--- config.mk ---
export PLATFORM = sky130hd
export DESIGN_NAME = sid_write_queue
export DESIGN_NICKNAME = d
export VERILOG_FILES = /design/src/rtl/sid_bus_pkg.sv /design/src/rtl/sync_fifo.sv /design/src/rtl/sid_write_queue.sv
export SDC_FILE = /design/constraint.sdc
export NUM_CORES = 1
export LEC_CHECK = 0
export CAP_MARGIN = 20
export CELL_PAD_IN_SITES_DETAIL_PLACEMENT = 0
export CELL_PAD_IN_SITES_GLOBAL_PLACEMENT = 1
export CORE_UTILIZATION = 25
export CTS_CLUSTER_SIZE = 25
export DETAILED_ROUTE_END_ITERATION = 8
export PLACE_DENSITY_LB_ADDON = 0.1
export RECOVER_POWER = 25
export SLEW_MARGIN = 20
export SYNTH_ARGS = -nofsm -noshare
export SYNTH_HDL_FRONTEND = slang
export SYNTH_SLANG_ARGS = --single-unit
--- constraint.sdc ---
create_clock -name CLK -period 3.5 [get_ports CLK]
set_input_delay 0.7 -clock CLK [delete_from_list [all_inputs] [get_ports CLK]]
set_output_delay 0.7 -clock CLK [all_outputs]
set_load 0.02 [all_outputs]
--- src/rtl/sid_bus_pkg.sv ---
// Shared SID register-bus definitions: widths, SPI header byte layout and the
// register write entry type.
package sid_bus_pkg;

   localparam int unsigned ADDR_W = 5;
   localparam int unsigned DATA_W = 8;

   localparam int unsigned HDR_BIT = 7;

   localparam int unsigned HDR_ADDR_HI = 6;
   localparam int unsigned HDR_ADDR_LO = 2;
   localparam int unsigned HDR_MSB_HI  = 1;
   localparam int unsigned HDR_MSB_LO  = 0;
   localparam int unsigned DAT_LSB_HI  = 5;
   localparam int unsigned DAT_LSB_LO  = 0;

   localparam int unsigned MSB_W = HDR_MSB_HI - HDR_MSB_LO + 1;
   localparam int unsigned LSB_W = DAT_LSB_HI - DAT_LSB_LO + 1;

   typedef struct packed {
      logic [ADDR_W-1:0] addr;
      logic [DATA_W-1:0] data;
   } sid_wr_t;

   function automatic logic [ADDR_W-1:0] hdr_addr(input logic [7:0] b);
      return b[HDR_ADDR_HI:HDR_ADDR_LO];
   endfunction

   function automatic logic [MSB_W-1:0] hdr_msbs(input logic [7:0] b);
      return b[HDR_MSB_HI:HDR_MSB_LO];
   endfunction

   // The data byte carries only the low bits; the top bits come from the header.
   function automatic sid_wr_t make_wr(input logic [ADDR_W-1:0] addr,
                                       input logic [MSB_W-1:0]  msbs,
                                       input logic [7:0]        b);
      sid_wr_t w;
      w.addr = addr;
      w.data = {msbs, b[DAT_LSB_HI:DAT_LSB_LO]};
      return w;
   endfunction

endpackage

--- src/rtl/sync_fifo.sv ---
// Single-clock FIFO with extended pointers; a push while full is accepted only
// when a pop happens on the same edge.
module sync_fifo #(
   parameter int unsigned WIDTH = 13,
   parameter int unsigned DEPTH = 16
) (
   input  logic                       clk,
   input  logic                       rst_n,
   input  logic                       push,
   input  logic                       pop,
   input  logic [WIDTH-1:0]           wdata,
   output logic [WIDTH-1:0]           rdata,
   output logic                       full,
   output logic                       empty,
   output logic [$clog2(DEPTH):0]     level
);

   localparam int unsigned AW = $clog2(DEPTH);

   logic [WIDTH-1:0] mem [DEPTH];
   logic [AW:0]      wptr_q, wptr_d;
   logic [AW:0]      rptr_q, rptr_d;
   logic [AW:0]      level_q;
   logic             full_q, empty_q;
   logic             do_push, do_pop;

   assign do_pop  = pop & ~empty_q;
   assign do_push = push & (~full_q | do_pop);

   always_comb begin
      wptr_d = wptr_q;
      rptr_d = rptr_q;
      if (do_push) wptr_d = wptr_q + (AW+1)'(1);
      if (do_pop)  rptr_d = rptr_q + (AW+1)'(1);
   end

   always_ff @(posedge clk or negedge rst_n) begin
      if (!rst_n) begin
         wptr_q  <= '0;
         rptr_q  <= '0;
         level_q <= '0;
         full_q  <= 1'b0;
         empty_q <= 1'b1;
      end else begin
         wptr_q  <= wptr_d;
         rptr_q  <= rptr_d;
         level_q <= wptr_d - rptr_d;
         // Same slot, different lap: full; same slot, same lap: empty.
         full_q  <= (wptr_d[AW] != rptr_d[AW]) && (wptr_d[AW-1:0] == rptr_d[AW-1:0]);
         empty_q <= (wptr_d == rptr_d);
      end
   end

   always_ff @(posedge clk) begin
      if (do_push) mem[wptr_q[AW-1:0]] <= wdata;
   end

   assign rdata = mem[rptr_q[AW-1:0]];
   assign full  = full_q;
   assign empty = empty_q;
   assign level = level_q;

endmodule

--- src/rtl/sid_write_queue.sv ---
// Decodes two-byte SPI writes into SID register writes, queues them and issues
// at most one write per SID clock-enable.
module sid_write_queue #(
   parameter int unsigned DEPTH  = 16,
   parameter int unsigned ADDR_W = sid_bus_pkg::ADDR_W,
   parameter int unsigned DATA_W = sid_bus_pkg::DATA_W
) (
   input  logic                       CLK,
   input  logic                       RSTn,
   input  logic [7:0]                 RX_DATA,
   input  logic                       RX_VALID,
   input  logic                       CLKEN,
   output logic                       WR,
   output logic [ADDR_W-1:0]          ADDR,
   output logic [DATA_W-1:0]          DATAW,
   output logic                       FULL,
   output logic                       EMPTY,
   output logic [$clog2(DEPTH):0]     LEVEL,
   output logic                       OVERFLOW,
   output logic                       PROTO_ERR
);

   import sid_bus_pkg::*;

   localparam int unsigned LVL_W = $clog2(DEPTH) + 1;
   localparam int unsigned ENT_W = ADDR_W + DATA_W;

   logic                              is_hdr, is_data;
   logic                              push, pop;
   logic                              hdr_valid_q;
   logic [sid_bus_pkg::ADDR_W-1:0]    hdr_addr_q;
   logic [MSB_W-1:0]                  hdr_msb_q;
   sid_wr_t                           dec_wr;
   logic [ENT_W-1:0]                  push_ent, head_ent;
   logic                              fifo_full, fifo_empty;
   logic [LVL_W-1:0]                  fifo_level;
   logic                              wr_q;
   logic [ADDR_W-1:0]                 addr_q;
   logic [DATA_W-1:0]                 dataw_q;
   logic                              overflow_q, proto_err_q;

   assign is_hdr  = RX_VALID &  RX_DATA[HDR_BIT];
   assign is_data = RX_VALID & ~RX_DATA[HDR_BIT];

   assign dec_wr   = make_wr(hdr_addr_q, hdr_msb_q, RX_DATA);
   assign push_ent = {ADDR_W'(dec_wr.addr), DATA_W'(dec_wr.data)};
   assign push     = is_data & hdr_valid_q;
   // Pop decision uses pre-edge EMPTY, so a same-edge push waits for the next enable.
   assign pop      = CLKEN & ~fifo_empty;

   // Header stays latched so repeated data bytes keep hitting the same register.
   always_ff @(posedge CLK or negedge RSTn) begin
      if (!RSTn) begin
         hdr_valid_q <= 1'b0;
         hdr_addr_q  <= '0;
         hdr_msb_q   <= '0;
      end else if (is_hdr) begin
         hdr_valid_q <= 1'b1;
         hdr_addr_q  <= hdr_addr(RX_DATA);
         hdr_msb_q   <= hdr_msbs(RX_DATA);
      end
   end

   sync_fifo #(
      .WIDTH (ENT_W),
      .DEPTH (DEPTH)
   ) u_fifo (
      .clk   (CLK),
      .rst_n (RSTn),
      .push  (push),
      .pop   (pop),
      .wdata (push_ent),
      .rdata (head_ent),
      .full  (fifo_full),
      .empty (fifo_empty),
      .level (fifo_level)
   );

   always_ff @(posedge CLK or negedge RSTn) begin
      if (!RSTn) begin
         wr_q    <= 1'b0;
         addr_q  <= '0;
         dataw_q <= '0;
      end else begin
         wr_q <= pop;
         if (pop) begin
            addr_q  <= head_ent[ENT_W-1:DATA_W];
            dataw_q <= head_ent[DATA_W-1:0];
         end
      end
   end

   always_ff @(posedge CLK or negedge RSTn) begin
      if (!RSTn) begin
         overflow_q  <= 1'b0;
         proto_err_q <= 1'b0;
      end else begin
         if (push && fifo_full && !pop) overflow_q <= 1'b1;
         if (is_data && !hdr_valid_q)   proto_err_q <= 1'b1;
      end
   end

   assign WR        = wr_q;
   assign ADDR      = addr_q;
   assign DATAW     = dataw_q;
   assign FULL      = fifo_full;
   assign EMPTY     = fifo_empty;
   assign LEVEL     = fifo_level;
   assign OVERFLOW  = overflow_q;
   assign PROTO_ERR = proto_err_q;

   a_full_empty: assert property (@(posedge CLK) disable iff (!RSTn) !(FULL && EMPTY));
   a_level_max:  assert property (@(posedge CLK) disable iff (!RSTn) LEVEL <= LVL_W'(DEPTH));

endmodule

==> summary.md <==
| Metric | Value |
|---|---|
| Outcome | `finished, violations left` |
| Failing checks | `design-rule violations` |
| Initial antenna violation count | `1` |
| Hold Crit Class | `in2async` |
| Setup ws final | `just over 1000 ps` |
| Sequential area share after synthesis | `74.5%` |
| Crit share post-route | `between 70% and 80%` |
| Initial core utilization | `25.3%` |
| TritonCTS clock tree | `done` |
| Worst Setup End Kind | `register` |
| DRC | `4` |
| Post-synth EDFFs | `about 210` |
| Crit path DAT | `between 2000 and 3000 ps` |
| Leak | `4.04 nW` |
| Worst hold slack | `around 440 ps` |
| Asr flop ratio synth | `between 15 and 20%` |
| RSZ-0062 raised after global routing | `false` |
| Slowest CP cell | `dfrtp_4` |
| Detail Route Antenna Nets | `0` |
| Die ar. | `roughly 0.040 mm2` |
| Root buf cell | `clkbuf_16` |
| CTS Buf Count | `29` |
| Setup violations, final | `0` |
| Worst path required time | `3920 ps` |
| Core area | `between 0.03 and 0.04 mm2` |
| Largest net degree at the start of global routing | `41` |
| Clk Latency, worst-skew pair | `between 500 and 600 ps` |
| Layout cells sized above 1 | `between 20% and 30%` |
| Post-Synthesis Cells | `roughly 540` |
| Dpl ws | `roughly 430 ps` |
| Finished Layout Cells | `around 1200` |
| Reg2reg end | `DATAW[6]` |
| Port Buffers | `34` |
| Die X | `roughly 200 um` |
| Setup Skew | `approximately 10 ps` |
| VDD IR-drop max | `0.372 mV` |
| CTS Buffer Depth | `3` |
| Crit path buffers/inverters | `1` |
| Dpl hpwl | `about 15000 um` |
| Fmax | `just over 0.4 GHz` |
| CP startpoint kind | `register` |
| Worst Path Max Fanout | `29` |
| Syn avg cell area | `~18 um2` |
| FF-to-FF Start | `u_fifo.rptr_q[0]` |
| Commonest cells after routing, fill and taps aside | `edfxtp_1 (208), dfrtp_1 (39), mux2i_1 (39)` |
| First-pass GRT wire length | `roughly 36000 um` |
| Reg clk slew, reported paths | `roughly 60 ps` |
| Post-CTS setup buffer count | `0` |
| Post-Place Cells | `1097` |
| Max-slew violation count | `0` |
| Max_cap viols | `0` |
| Synth Warn # | `0` |
| Worst-Margin Slew | `approximately 1300 ps` |
| DR vias | `slightly below 5000` |
| Family with the most delay on the worst path | `flip-flops` |
| CP Depth | `5` |
| Cts repair resizes | `0` |
| Die H | `200 um` |
| Total GRT Usage | `about an eighth` |
| Yosys reg bits | `~250` |
| Critical Path Most Common Cell | `nand2_1` |
| Period minus WS final | `2470 ps` |
| Fin. Hold Viols | `0` |
| I/O Pins | `35` |
| P&R area growth vs syn | `21.0%` |
| Kind of critical path | `reg2reg` |
| Power Dens Cells | `between 800 and 900 mW/mm2` |
| Drt first pass iters | `6` |
| Net Count, Synth | `564` |
| Crit-path cells | `buf_4 > mux4_2 > mux2_2 > nand2_1 > nand2_1` |
| Most common cell after layout, fill and taps aside | `edfxtp_1` |
| Vias in the first global route | `around 5400` |
| Final Core Density | `between 30 and 40%` |
| Routed vias/inst | `about 4.2` |
| CP startpoint | `u_fifo.rptr_q[0]` |
| Sink Count | `roughly 250` |
| Wire per inst | `20.6 um` |
| CTS H-tree lvls | `1` |
| Max incr delay on CP | `830 ps` |
| Netlist cell types | `36` |
| Total gr overflow | `0` |
| Rows | `72` |
| Post-layout nets | `between 600 and 700` |
| Synth Flop Type | `edfxtp_1` |
| Worst rel slew slack | `around an eighth` |
| TNS Setup | `0 ps` |
| WL final | `23700 um` |
| Iter 0 DRT Violations | `198` |
| Mapped cell area | `a little under 0.01 mm2` |
| Reg-to-reg slack, setup | `1030 ps` |
| Hold_buf cts | `0` |
| Register-to-Register Path Depth | `5` |
| GP Congestion | `around 0.72` |
==> flip-flops by register name, summed over array words and instances, names as in the netlist <==
| name | count |
|---|---|
| u_fifo.mem | 208 |
| u_fifo.level | 5 |
| u_fifo.empty | 1 |
| u_fifo.full | 1 |
| hdr_msb_q | 2 |
| ADDR | 5 |
| WR | 1 |
| u_fifo.rptr_q | 5 |
| PROTO_ERR | 1 |
| u_fifo.wptr_q | 5 |
| OVERFLOW | 1 |
| DATAW | 8 |
| hdr_valid_q | 1 |
| hdr_addr_q | 5 |
==> power breakdown <==
group | switching (mW) | internal [mW]
clock network | 1.15 | 1.80
logic | 1.52 | 1.24
registers | 0.365 | 3.60
==> final cells by class <==
type / count / area [um2]
fill: 3820 / 26700
sequential: 249 / 7280
multi-input combinational: 254 / 2340
clock buffer: 43 / 838
tap: 518 / 648
timing repair buffer: 63 / 544
clock inverter: 11 / 111
inverter: 13 / 48.8
antenna: 2 / 5.00
==> worst register-to-register path, delay by kind of cell (launching register included) <==
family                 cells  cell delay [ps]
multiplexers               2              830
AND/OR/NAND/NOR            2              180
flip-flops                 1              830
buffers and inverters      1              520
==> layer usage <==
metal	global-route usage, %	share of wire [%]
met1	17.3	48
met2	20.4	47
met3	1.81	3.0
met4	3.05	1.8
met5	0	0
==> per-stage QoR <==
| step | power [mW] | instance area (um2) |
|---|---|---|
| after global placement | 6.88 | 10900 |
| final | 9.67 | 11800 |
| after CTS | 9.88 | 11800 |
| after global routing | 10.2 | 11800 |
| after detailed placement | 6.88 | 10900 |
| after floorplan | 5.78 | 9760 |
==> cell usage after synthesis, types with 12 or more instances <==
| library cell | number | area share [%] |
|---|---|---|
| a32oi_1 | 13 | 1.2 |
| inv_1 | 12 | 0.46 |
| nand2_1 | 38 | 1.5 |
| dfrtp_1 | 40 | 10 |
| mux4_2 | 26 | 6.0 |
| nor2b_1 | 15 | 0.96 |
| nor2_1 | 15 | 0.58 |
| a21oi_1 | 16 | 0.82 |
| mux2i_1 | 39 | 4.0 |
| mux2_2 | 20 | 2.3 |
| a211oi_1 | 13 | 1.0 |
| edfxtp_1 | 208 | 64 |
| buf_2 | 13 | 0.67 |
| a22oi_1 | 13 | 1.0 |
==> worst max-delay path by stage <==
stage	to
CTS	DATAW[6]
floorplan	u_fifo.mem[3][0]
global route	u_fifo.level[4]
global placement	u_fifo.level[4]
detailed placement	u_fifo.level[4]
finish	DATAW[6]
==> cell families (layout without fill, tap and decap cells) <==
group | after synthesis | after routing | synth area share [%]
adder cells (fa/ha/maj) | 11 | 11 | 1.49
flip-flops | 249 | 249 | 74.5
buffers and inverters | 38 | 130 | 1.71
multiplexers | 85 | 85 | 12.3
AND/OR/NAND/NOR | 86 | 86 | 4.26
XOR/XNOR | 12 | 12 | 1.15
AO/OA/AOI/OAI | 60 | 60 | 4.55
other | 0 | 2 | 0
No activity file was read; power rests on OpenSTA's default activity.
